--- config.mk ---
export PLATFORM = sky130hd
export DESIGN_NAME = mem_arbiter
export DESIGN_NICKNAME = d
export VERILOG_FILES = /design/src/rtl/mem_arbiter_pkg.sv /design/src/rtl/mem_arbiter.sv
export SDC_FILE = /design/constraint.sdc
export NUM_CORES = 1
export LEC_CHECK = 0
export CAP_MARGIN = 0
export CORE_ASPECT_RATIO = 1.2
export CORE_MARGIN = 2
export CORE_UTILIZATION = 40
export DETAILED_ROUTE_END_ITERATION = 8
export PLACE_DENSITY = 0.82
export SLEW_MARGIN = 10
export SYNTH_ARGS = -nofsm -noshare
export SYNTH_HDL_FRONTEND = slang
export SYNTH_SLANG_ARGS = --single-unit
--- constraint.sdc ---
create_clock -name clock -period 1.9 [get_ports clock]
set_clock_uncertainty 0.15 [all_clocks]
set_input_delay 0.285 -clock clock [delete_from_list [all_inputs] [get_ports clock]]
set_output_delay 0.285 -clock clock [all_outputs]
set_load 0.02 [all_outputs]
--- src/rtl/mem_arbiter_pkg.sv ---
// Shared types for the CPU/debug memory arbiter: memory controller op codes,
// arbiter FSM states and port ownership.
package mem_arbiter_pkg;

  typedef enum logic [1:0] {
    OP_IDLE  = 2'd0,
    OP_READ  = 2'd1,
    OP_WRITE = 2'd2
  } mem_ctrl_op_e;

  typedef enum logic [1:0] {
    IDLE    = 2'd0,
    BUSY    = 2'd1,
    RELEASE = 2'd2
  } mem_arb_state_e;

  typedef enum logic {
    OWNER_CPU = 1'b0,
    OWNER_DBG = 1'b1
  } mem_arb_owner_e;

  function automatic logic is_request(input mem_ctrl_op_e op);
    return (op != OP_IDLE);
  endfunction

endpackage

--- src/rtl/mem_arbiter.sv ---
// Two-port (CPU / debug) arbiter in front of the single memory controller.
// Optional build macro: MEM_ARB_ROUND_ROBIN_EN (round-robin on simultaneous requests).
module mem_arbiter
  import mem_arbiter_pkg::*;
#(
  parameter int DATA_BUS_WIDTH = 8,
  parameter int ADDR_WIDTH     = 8
) (
  input  logic                      clock,
  input  logic                      reset,

  input  mem_ctrl_op_e              cpu_op,
  input  logic [ADDR_WIDTH-1:0]     cpu_addr,
  input  logic [DATA_BUS_WIDTH-1:0] cpu_wdata,
  output logic [DATA_BUS_WIDTH-1:0] cpu_rdata,
  output logic                      cpu_done,

  input  mem_ctrl_op_e              dbg_op,
  input  logic [ADDR_WIDTH-1:0]     dbg_addr,
  input  logic [DATA_BUS_WIDTH-1:0] dbg_wdata,
  output logic [DATA_BUS_WIDTH-1:0] dbg_rdata,
  output logic                      dbg_done,

  output mem_ctrl_op_e              mem_op,
  output logic [ADDR_WIDTH-1:0]     mem_addr,
  output logic [DATA_BUS_WIDTH-1:0] mem_wdata,
  input  logic [DATA_BUS_WIDTH-1:0] mem_rdata,
  input  logic                      mem_op_done,

  output logic                      grant,
  output logic                      busy
);

  mem_arb_state_e            r_state;
  mem_arb_state_e            w_next_state;
  mem_arb_owner_e            w_winner;
  logic                      w_cpu_req;
  logic                      w_dbg_req;
  logic                      w_any_req;

  mem_ctrl_op_e              r_mem_op;
  logic [ADDR_WIDTH-1:0]     r_mem_addr;
  logic [DATA_BUS_WIDTH-1:0] r_mem_wdata;
  logic [DATA_BUS_WIDTH-1:0] r_cpu_rdata;
  logic [DATA_BUS_WIDTH-1:0] r_dbg_rdata;
  logic                      r_cpu_done;
  logic                      r_dbg_done;
  mem_arb_owner_e            r_grant;
  logic                      r_busy;

`ifdef MEM_ARB_ROUND_ROBIN_EN
  // Set when the debug port took the most recent grant; resets to 1 so the CPU wins first.
  logic                      r_last_dbg;
`endif

  assign w_cpu_req = is_request(cpu_op);
  assign w_dbg_req = is_request(dbg_op);
  assign w_any_req = w_cpu_req | w_dbg_req;

  always_comb begin
    w_winner = OWNER_CPU;
`ifdef MEM_ARB_ROUND_ROBIN_EN
    if (w_cpu_req && w_dbg_req) begin
      w_winner = r_last_dbg ? OWNER_CPU : OWNER_DBG;
    end else if (w_dbg_req) begin
      w_winner = OWNER_DBG;
    end
`else
    if (!w_cpu_req && w_dbg_req) begin
      w_winner = OWNER_DBG;
    end
`endif
  end

  always_comb begin
    w_next_state = r_state;
    case (r_state)
      IDLE:    if (w_any_req) w_next_state = BUSY;
      BUSY:    if (mem_op_done) w_next_state = RELEASE;
      RELEASE: w_next_state = IDLE;
      default: w_next_state = IDLE;
    endcase
  end

  // mem_op_done outside BUSY falls through untouched, so it is ignored.
  always_ff @(posedge clock or negedge reset) begin
    if (!reset) begin
      r_state     <= IDLE;
      r_mem_op    <= OP_IDLE;
      r_mem_addr  <= '0;
      r_mem_wdata <= '0;
      r_cpu_rdata <= '0;
      r_dbg_rdata <= '0;
      r_cpu_done  <= 1'b0;
      r_dbg_done  <= 1'b0;
      r_grant     <= OWNER_CPU;
      r_busy      <= 1'b0;
`ifdef MEM_ARB_ROUND_ROBIN_EN
      r_last_dbg  <= 1'b1;
`endif
    end else begin
      r_state <= w_next_state;
      case (r_state)
        IDLE: begin
          if (w_any_req) begin
            if (w_winner == OWNER_DBG) begin
              r_mem_op    <= dbg_op;
              r_mem_addr  <= dbg_addr;
              r_mem_wdata <= dbg_wdata;
            end else begin
              r_mem_op    <= cpu_op;
              r_mem_addr  <= cpu_addr;
              r_mem_wdata <= cpu_wdata;
            end
            r_grant <= w_winner;
            r_busy  <= 1'b1;
`ifdef MEM_ARB_ROUND_ROBIN_EN
            r_last_dbg <= (w_winner == OWNER_DBG);
`endif
          end
        end
        BUSY: begin
          if (mem_op_done) begin
            r_mem_op <= OP_IDLE;
            if (r_grant == OWNER_DBG) begin
              r_dbg_done <= 1'b1;
              if (r_mem_op == OP_READ) r_dbg_rdata <= mem_rdata;
            end else begin
              r_cpu_done <= 1'b1;
              if (r_mem_op == OP_READ) r_cpu_rdata <= mem_rdata;
            end
          end
        end
        RELEASE: begin
          r_cpu_done <= 1'b0;
          r_dbg_done <= 1'b0;
          r_busy     <= 1'b0;
        end
        default: begin
          r_mem_op   <= OP_IDLE;
          r_cpu_done <= 1'b0;
          r_dbg_done <= 1'b0;
          r_busy     <= 1'b0;
        end
      endcase
    end
  end

  assign mem_op    = r_mem_op;
  assign mem_addr  = r_mem_addr;
  assign mem_wdata = r_mem_wdata;
  assign cpu_rdata = r_cpu_rdata;
  assign dbg_rdata = r_dbg_rdata;
  assign cpu_done  = r_cpu_done;
  assign dbg_done  = r_dbg_done;
  assign grant     = r_grant;
  assign busy      = r_busy;

endmodule

==> metrics, run 1 <==
Routability Congestion=~0.8; largest cells by area after synthesis=dfrtp_1 (57%), o221a_2 (10%), mux2_4 (6.9%); DP Cell Count=roughly 270; DR WL/cell=around 15 um; share of layout cells above drive strength 1=between 20% and 30%; largest family of logic cells by synthesized area=compound AO/OA/AOI/OAI gates; vias in the first global route=approximately 1500; CTS Hold Buffers Added=1; R2R Path Start=r_state[1]; syn_nets=around 170; worst hold slack=~340 ps; critical-path cell list=clkdlybuf4s50_1; Area growth syn-to-layout=60.07%; Clock Sinks=40; Setup Crit Path Kind=flop to output port; status=completed; Boundary Pins=85; die width=~64 um; GRT Util Overall=a little under a fifth; Antenna Violating Nets Remaining=0; asr flop ratio synth=between 90% and 100%; CP peak stage delay=~630 ps; period utilisation layout=between 90% and 100%; placed cell areas=between 2000 and 3000 sq um; Syn Area/Cell=approximately 14 sq um; largest net degree at the start of global routing=24; drt total wl=~4300 um; Critical Path Slowest Stage Cell=clkdlybuf4s50_1; Leak=between 1 and 1.5 nW; Power Dens Cells=approximately 1600 nW/um^2; RSZ-0062 raised after global routing=no; Peak supply drop=between 0.9 and 1 mV; Post-DP HPWL=3332 um; first drt pass iteration count=4; gr ovfl total=0; Fin. Hold Viols=0; Syn Std Cell Area=approximately 1800 sq um; Vias/cell=about 5.2; Yosys reg bits=40; Initial Utilization=around two fifths; reg-to-reg setup timing slack=200 ps; simple-gate share of the synthesized area=10.86%; type of the tightest min-delay check=input pin to async pin; Synth Area in XOR/XNOR=0%; Gate Count Post-Synth=126; buffer count from post-CTS setup fixing=0; Worst Path Required=roughly 1500 ps; vias=1429; Max Cap Viol=0; critical path arrival=1330 ps; Antenna Cells=0; Clock Latency Late Sink=roughly 290 ps; Post-Synth Adder-Cell Area=0%; multiplexer share of the synthesized area=13.14%; Synth top area share=57.14%; PostCTS Resize Cnt=0; Placement Rows=26; worst slew pin tran=a little under 500 ps; area leader, netlist=dfrtp_1; commonest cells in the netlist=dfrtp_1 (40), o221a_2 (16), or4_1 (16); Die Ht=76.49 um; Crit Reg-Reg Endpoint=mem_addr[4]; Synth cell types=25; CTS Buf Count=5; first-pass GRT wire length=around 7300 um; Critical Path Start Type=flop; Top FF cell, synth=dfrtp_1; Rel. slew slack=67.75%; WP buf/inv=1; CTS max path bufs=2; worst-path fanout max=5; CORE AREA=between 4000 and 5000 sq um; R2R depth=4; CTS tree=built; Synth Area in Compound Gates=around 14%; nets@finish=roughly 270; type of destination of the critical path=output port; top-count cell post-synth=dfrtp_1; Clk pin slew, worst setup/hold paths=around 70 ps; YS warnings=0; IO Port Bufs=84; Top delay family on crit path=buffers and inverters; Post-synth EDFFs=0; final setup vio count=0; Design Area, Final=between 2000 and 3000 sq um; Layout Cells excl Fill=approximately 280; H-tree depth=2; initial antenna violation count=0; Final Max Slew Viols=0; fin util=between 60 and 70%; Tmin final=around 1800 ps; Root Driver=clkbuf_8; register area share after synthesis=57.14%; # DRC=0; Max Clock Freq=between 500 and 600 MHz; Initial DRC Count=34; die area=approximately 4900 sq um
==> power by group <==
| group | switching [mW] | internal (mW) |
|---|---|---|
| logic | 1.05 | 1.34 |
| clock network | 0.268 | 0.323 |
| registers | 0.269 | 1.26 |
==> metal layers <==
layer  vias to the layer above  routed length (um)  track usage (%)
met5                         -                   0                0
met4                         0                 100            6.596
met3                         9                 380            7.090
met2                        75                2114            32.81
met1                       674                1671            21.63
li1                        671                   -                -
==> how the worst max path moves through the flow <==
stage | from | endpoint | cells after the start
floorplan | r_state[1] | dbg_rdata[0] | 5
global placement | mem_op_done | dbg_rdata[3] | 5
detailed placement | mem_op_done | cpu_rdata[0] | 5
CTS | grant | grant | 1
global route | grant | grant | 1
finish | grant | grant | 1
==> cells by family after synthesis <==
group | count (synthesis)
mux | 18
flops | 40
buf+inv | 15
simple gates | 27
compound gates | 26
==> final cells by class <==
type,count,area [sq um]
Multi-Input combinational cell,71,669.4
Clock buffer,7,96.34
Timing Repair Buffer,97,948.4
Fill cell,320,1425
Sequential cell,40,1001
Inverter,5,18.77
Tap cell,56,70.07
==> layout by cell type, fill, tap and decap left out <==
| master | n |
|---|---|
| a31o_2 | 1 |
| dfrtp_1 | 40 |
| nand3_2 | 1 |
| clkdlybuf4s50_1 | 83 |
| nand2_1 | 2 |
| o221a_2 | 16 |
| nor2_2 | 1 |
| mux2i_1 | 2 |
| buf_4 | 11 |
| nor2_1 | 3 |
| inv_1 | 5 |
| a21o_1 | 1 |
| and4b_1 | 1 |
| buf_2 | 1 |
| o21ai_0 | 2 |
| clkbuf_8 | 7 |
| nor3_1 | 1 |
| and3b_1 | 1 |
| nand3b_2 | 1 |
| mux2_2 | 8 |
| a21oi_1 | 3 |
| mux2_4 | 8 |
| a21boi_1 | 1 |
| a22o_2 | 2 |
| dlygate4sd3_1 | 1 |
| buf_12 | 1 |
| or4_1 | 16 |
==> through the flow <==
stage | setup slack [ps] | power, mW | setup TNS [ps]
finish | 138.8 | 4.509 | 0
global route | 55.76 | 4.782 | 0
CTS | 112.8 | 4.557 | 0
detailed placement | -44.34 | 3.944 | -1106
global placement | -2.154 | 3.895 | -14.33
floorplan | 310.3 | 2.826 | 0
==> state kept, by name, indices dropped and copies added, names as in the netlist <==
name / flops
cpu_done: 1
mem_wdata: 8
dbg_done: 1
mem_addr: 8
busy: 1
grant: 1
cpu_rdata: 8
r_state: 2
mem_op: 2
dbg_rdata: 8
Note: power is estimated with default switching activity, not from simulation.
==> inputs of run 2 (changes only) <==
--- a/config.mk
+++ b/config.mk
@@ -7,7 +7,9 @@
 export LEC_CHECK = 0
 export CAP_MARGIN = 0
+export CELL_PAD_IN_SITES_DETAIL_PLACEMENT = 0
+export CELL_PAD_IN_SITES_GLOBAL_PLACEMENT = 2
 export CORE_ASPECT_RATIO = 1.2
 export CORE_MARGIN = 2
-export CORE_UTILIZATION = 40
+export CORE_UTILIZATION = 25
 export DETAILED_ROUTE_END_ITERATION = 8
 export PLACE_DENSITY = 0.82
==> constraint.sdc (replaced) <==
create_clock -name clock -period 1.9 [get_ports clock]
set_clock_uncertainty 0.15 [all_clocks]
set_input_delay 0.38 -clock clock [delete_from_list [all_inputs] [get_ports clock]]
set_output_delay 0.38 -clock clock [all_outputs]
set_load 0.02 [all_outputs]
==> metrics, run 2 (same netlist as run 1, synthesis figures left out) <==
Clk pin slew, worst setup/hold paths=approximately 80 ps; Top delay family on crit path=buffers and inverters; Antenna Violating Nets Remaining=0; die area=7695 sq um; Area growth syn-to-layout=65.14%; IO Port Bufs=84; fin util=between 40 and 50%; Peak supply drop=about 0.64 mV; GRT Util Overall=between 10% and 20%; Critical Path Slowest Stage Cell=clkdlybuf4s50_1; initial antenna violation count=0; Root Driver=clkbuf_8; worst-path fanout max=2; critical path arrival=1300 ps; Fin. Hold Viols=0; # DRC=0; Routability Congestion=between 0.7 and 0.8; nets@finish=269; combinational group share of total power=a little over half; Worst Path Required=1370 ps; H-tree depth=2; CORE AREA=around 7000 sq um; most common cell after layout, fill and taps aside=clkdlybuf4s50_1; RSZ-0062 raised after global routing=no; Max Cap Viol=0; Die Ht=between 90 and 100 um; type of the tightest min-delay check=flop to flop; WP buf/inv=1; CTS tree=built; die width=a little over 80 um; Placement Rows=33; Initial DRC Count=~110; period utilisation layout=96.10%; most frequent cells in the layout=clkdlybuf4s50_1 (80), dfrtp_1 (40), or4_1 (16), o221a_2 (16), buf_4 (11); Clock Sinks=40; vias in the first global route=~1500; Boundary Pins=85; clock share of power=~13%; buffer count from post-CTS setup fixing=0; CTS Buf Count=5; vias=about 1500; Rel. slew slack=around three fifths; Power Dens Cells=between 1500 and 2000 nW/um^2; largest net degree at the start of global routing=23; Initial Utilization=25.71%; first-pass GRT wire length=just under 8000 um; status=completed; DR WL/cell=between 15 and 20 um; Antenna Cells=0; Min-Delay Path Depth=1; switch share=36.51%; R2R depth=5; Vias/cell=4.690; Clock Latency Late Sink=a little under 300 ps; final setup vio count=0; critical-path cell list=clkdlybuf4s50_1; worst setup margin=between 70 and 80 ps; CP peak stage delay=640 ps; gr ovfl total=0; Leak=about 1.2 nW; P_sw=1.650 mW; Sequential Power Share=roughly a third; type of destination of the critical path=output port; Power Internal=2.871 mW; worst slew pin tran=approximately 600 ps; drt total wl=between 4000 and 5000 um; Post-DP HPWL=~3600 um; Critical Path Start Type=flop; Setup Crit Path Kind=flop to output port; share of layout cells above drive strength 1=around 28%; first drt pass iteration count=4; Final Max Slew Viols=0; CTS max path bufs=2; worst hold slack=about 340 ps; Tmin final=between 1500 and 2000 ps; Crit. path cell count=1; worst slack, placed=-507.3 ps; Max Clock Freq=approximately 550 MHz
run 2: what timing repair did:
action	in CTS	in global routing
hold buffers	1	0
cloned	0	0
hold endpoints to repair	18	0
gates resized for setup	1	3
setup endpoints to repair	18	3
run 2: per-layer routing:
metal	routed length, um	up-vias	share of wire [%]	global-route usage (%)
met4	85	0	1.7	4.237
met5	0	-	0	0
met2	2623	50	53	23.13
met1	2041	710	41	16.93
li1	-	684	-	-
met3	196	10	4.0	2.345
run 2: final timing paths:
check                           slack (ps)    startpoint           end
worst max-delay path                    70  dbg_rdata[7]  dbg_rdata[7]
worst min-delay path                   340          busy          busy
worst max register to register         120    r_state[1]  dbg_rdata[5]
worst min register to register         340          busy          busy
max in group asynchronous              680         reset   mem_addr[2]
min in group asynchronous              430         reset  cpu_rdata[7]
run 2: metrics by stage:
step	TNS, ps	power, mW	instance area [sq um]	cells
4_1_cts	0	4.580	2885	310
3_3_place_gp	-8897	3.962	2780	301
3_5_place_dp	-9621	3.988	2780	301
6_report	0	4.521	2893	310
2_1_floorplan	0	2.826	1752	126
5_1_grt	0	4.790	2893	310
run 2: power groups by stage:
stage               Sequential, mW  Clock, mW  Combinational [mW]
floorplan                     1.97          0               0.853
global placement              1.51          0                2.45
detailed placement            1.51          0                2.47
CTS                           1.50      0.587                2.49
global route                  1.55      0.630                2.61
finish                        1.50      0.563                2.46
run 2: layout make-up:
cell class              instances  area, sq um
fillers                       656         3920
flip-flops and latches         40         1001
repair buffers                 99        996.0
multi-input cells              71        680.7
well taps                      87        108.9
clock buffers                   5        68.82
clock inverters                 3        18.77
inverters                       5        18.77
==> inputs of run 3 (changes only) <==
CORE_UTILIZATION = 22   (was 25)
CTS_CLUSTER_DIAMETER = 200   (was not set)
PLACE_DENSITY = 0.77   (was 0.82)
clock period = 1.6 ns   (was 1.9 ns; I/O delays follow)
==> metrics, run 3 (same netlist as run 1, synthesis figures left out) <==
largest net degree at the start of global routing=18; Initial Utilization=between 20% and 30%; type of the tightest min-delay check=input pin to async pin; drt total wl=approximately 5200 um; Max Clock Freq=619.7 MHz; most common cell after layout, fill and taps aside=clkdlybuf4s50_1; Initial DRC Count=a little under 50; worst setup margin=-13.71 ps; vias in the first global route=~1600; CTS Buf Count=5; DR WL/cell=around 16 um; Antenna Violating Nets Remaining=0; vias=1472; Critical Path Slowest Stage Cell=dfrtp_2; most frequent cells in the layout=clkdlybuf4s50_1 (44), dlygate4sd2_1 (39), dfrtp_1 (38), buf_4 (17); switch share=36.67%; first drt pass iteration count=6; CORE AREA=7707 sq um; final setup vio count=10; failing checks=negative setup slack; Die Ht=between 100 and 150 um; Clock Latency Late Sink=a little under 300 ps; worst hold slack=~320 ps; P_sw=2.044 mW; Final Max Slew Viols=0; Peak supply drop=~0.67 mV; setup_tns=-68.19 ps; first-pass GRT wire length=around 8000 um; type of destination of the critical path=flop; Antenna Cells=0; combinational group share of total power=a little over 50%; worst slew pin tran=395.7 ps; clock share of power=~16%; total power=5.574 mW; critical-path cell list=and3b_2 > and4b_1 > buf_12 > mux2_4; Area growth syn-to-layout=72.57%; Sequential Power Share=between 30% and 40%; Root Driver=clkbuf_8; CP peak stage delay=a little over 400 ps; Clock Sinks=40; Placement Rows=35; period utilisation layout=100.9%; GRT Util Overall=12.32%; gr ovfl total=0; IO Port Bufs=84; # DRC=0; status=complete, but fails checks; Worst Path Required=~1600 ps; RSZ-0062 raised after global routing=yes; die area=around 8700 sq um; Fin. Hold Viols=0; Leak=between 1 and 1.5 nW; Vias/cell=roughly 4.5; CTS tree=built; die width=roughly 85 um; Post-DP HPWL=approximately 3900 um; worst-path fanout max=8; Max Cap Viol=0; critical path arrival=around 1700 ps; initial antenna violation count=0; Routability Congestion=0.7079; Rel. slew slack=~74%; Power Dens Cells=about 1800 nW/um^2; Power Internal=between 3 and 4 mW; share of layout cells above drive strength 1=between 30 and 40%; Clk pin slew, worst setup/hold paths=around 80 ps; Boundary Pins=85; H-tree depth=2; Tmin final=approximately 1600 ps; Critical Path Start Type=flop; CTS max path bufs=2; Setup Crit Path Kind=flop to flop; nets@finish=279
-- run 3: cell type report --
class                      instances  area [sq um]
fill                             763          4684
tap                               92         115.1
sequential                        40          1003
clock inverter                     2         38.79
multi-input combinational         71         725.7
clock buffer                       6         82.58
inverter                           5         18.77
timing repair buffer             109          1039
-- run 3: per-layer routing --
metal | wire length (um) | up-vias | track usage [%] | share of wire (%)
met3 | 205 | 6 | 2.282 | 3.9
met4 | 80 | 0 | 4.029 | 1.5
met1 | 2136 | 735 | 14.59 | 41
met5 | 0 | - | 0 | 0
li1 | - | 695 | - | -
met2 | 2826 | 36 | 22.42 | 54
-- run 3: power by group through the flow --
stage | clock network [mW] | registers [mW] | logic [mW]
2_1_floorplan | 0 | 2.34 | 1.01
3_3_place_gp | 0 | 1.83 | 2.94
3_5_place_dp | 0 | 1.83 | 2.99
4_1_cts | 0.907 | 1.79 | 2.72
5_1_grt | 0.948 | 1.87 | 3.09
6_report | 0.878 | 1.80 | 2.90
-- run 3: timing repair --
item                                   in CTS  in global routing
gates resized for setup                    42                 16
pin swaps                                   0                  1
endpoints found under the hold margin      14                  0
setup buffers                               2                  3
hold buffers                                1                  0
setup endpoints to repair                  54                 34
-- run 3: worst paths after layout --
path,slack (ps),end,cells past startpoint,startpoint
max reg2reg,-10,dbg_rdata[6],4,r_state[1]
min in group clock,330,busy,1,busy
min reg2reg,330,busy,1,busy
max,-10,dbg_rdata[6],4,r_state[1]
max in group asynchronous,490,mem_wdata[3],3,reset
min,320,cpu_rdata[7],2,reset
-- run 3: critical path: cells and delay by family, from the launching register on --
kind | cells | cell delay (ps)
flops | 1 | 410
simple gates | 2 | 490
mux | 1 | 300
buf+inv | 1 | 150
-- run 3: through the flow --
step / util, % / instances / cell area [sq um] / worst slack [ps]
2_1_floorplan: - / 126 / 1752 / 10.29
3_3_place_gp: 36.64 / 311 / 2824 / -370.4
3_5_place_dp: 36.64 / 311 / 2824 / -399.0
4_1_cts: 38.02 / 322 / 2930 / -22.64
5_1_grt: 39.22 / 325 / 3023 / -66.32
6_report: 39.22 / 325 / 3023 / -13.71
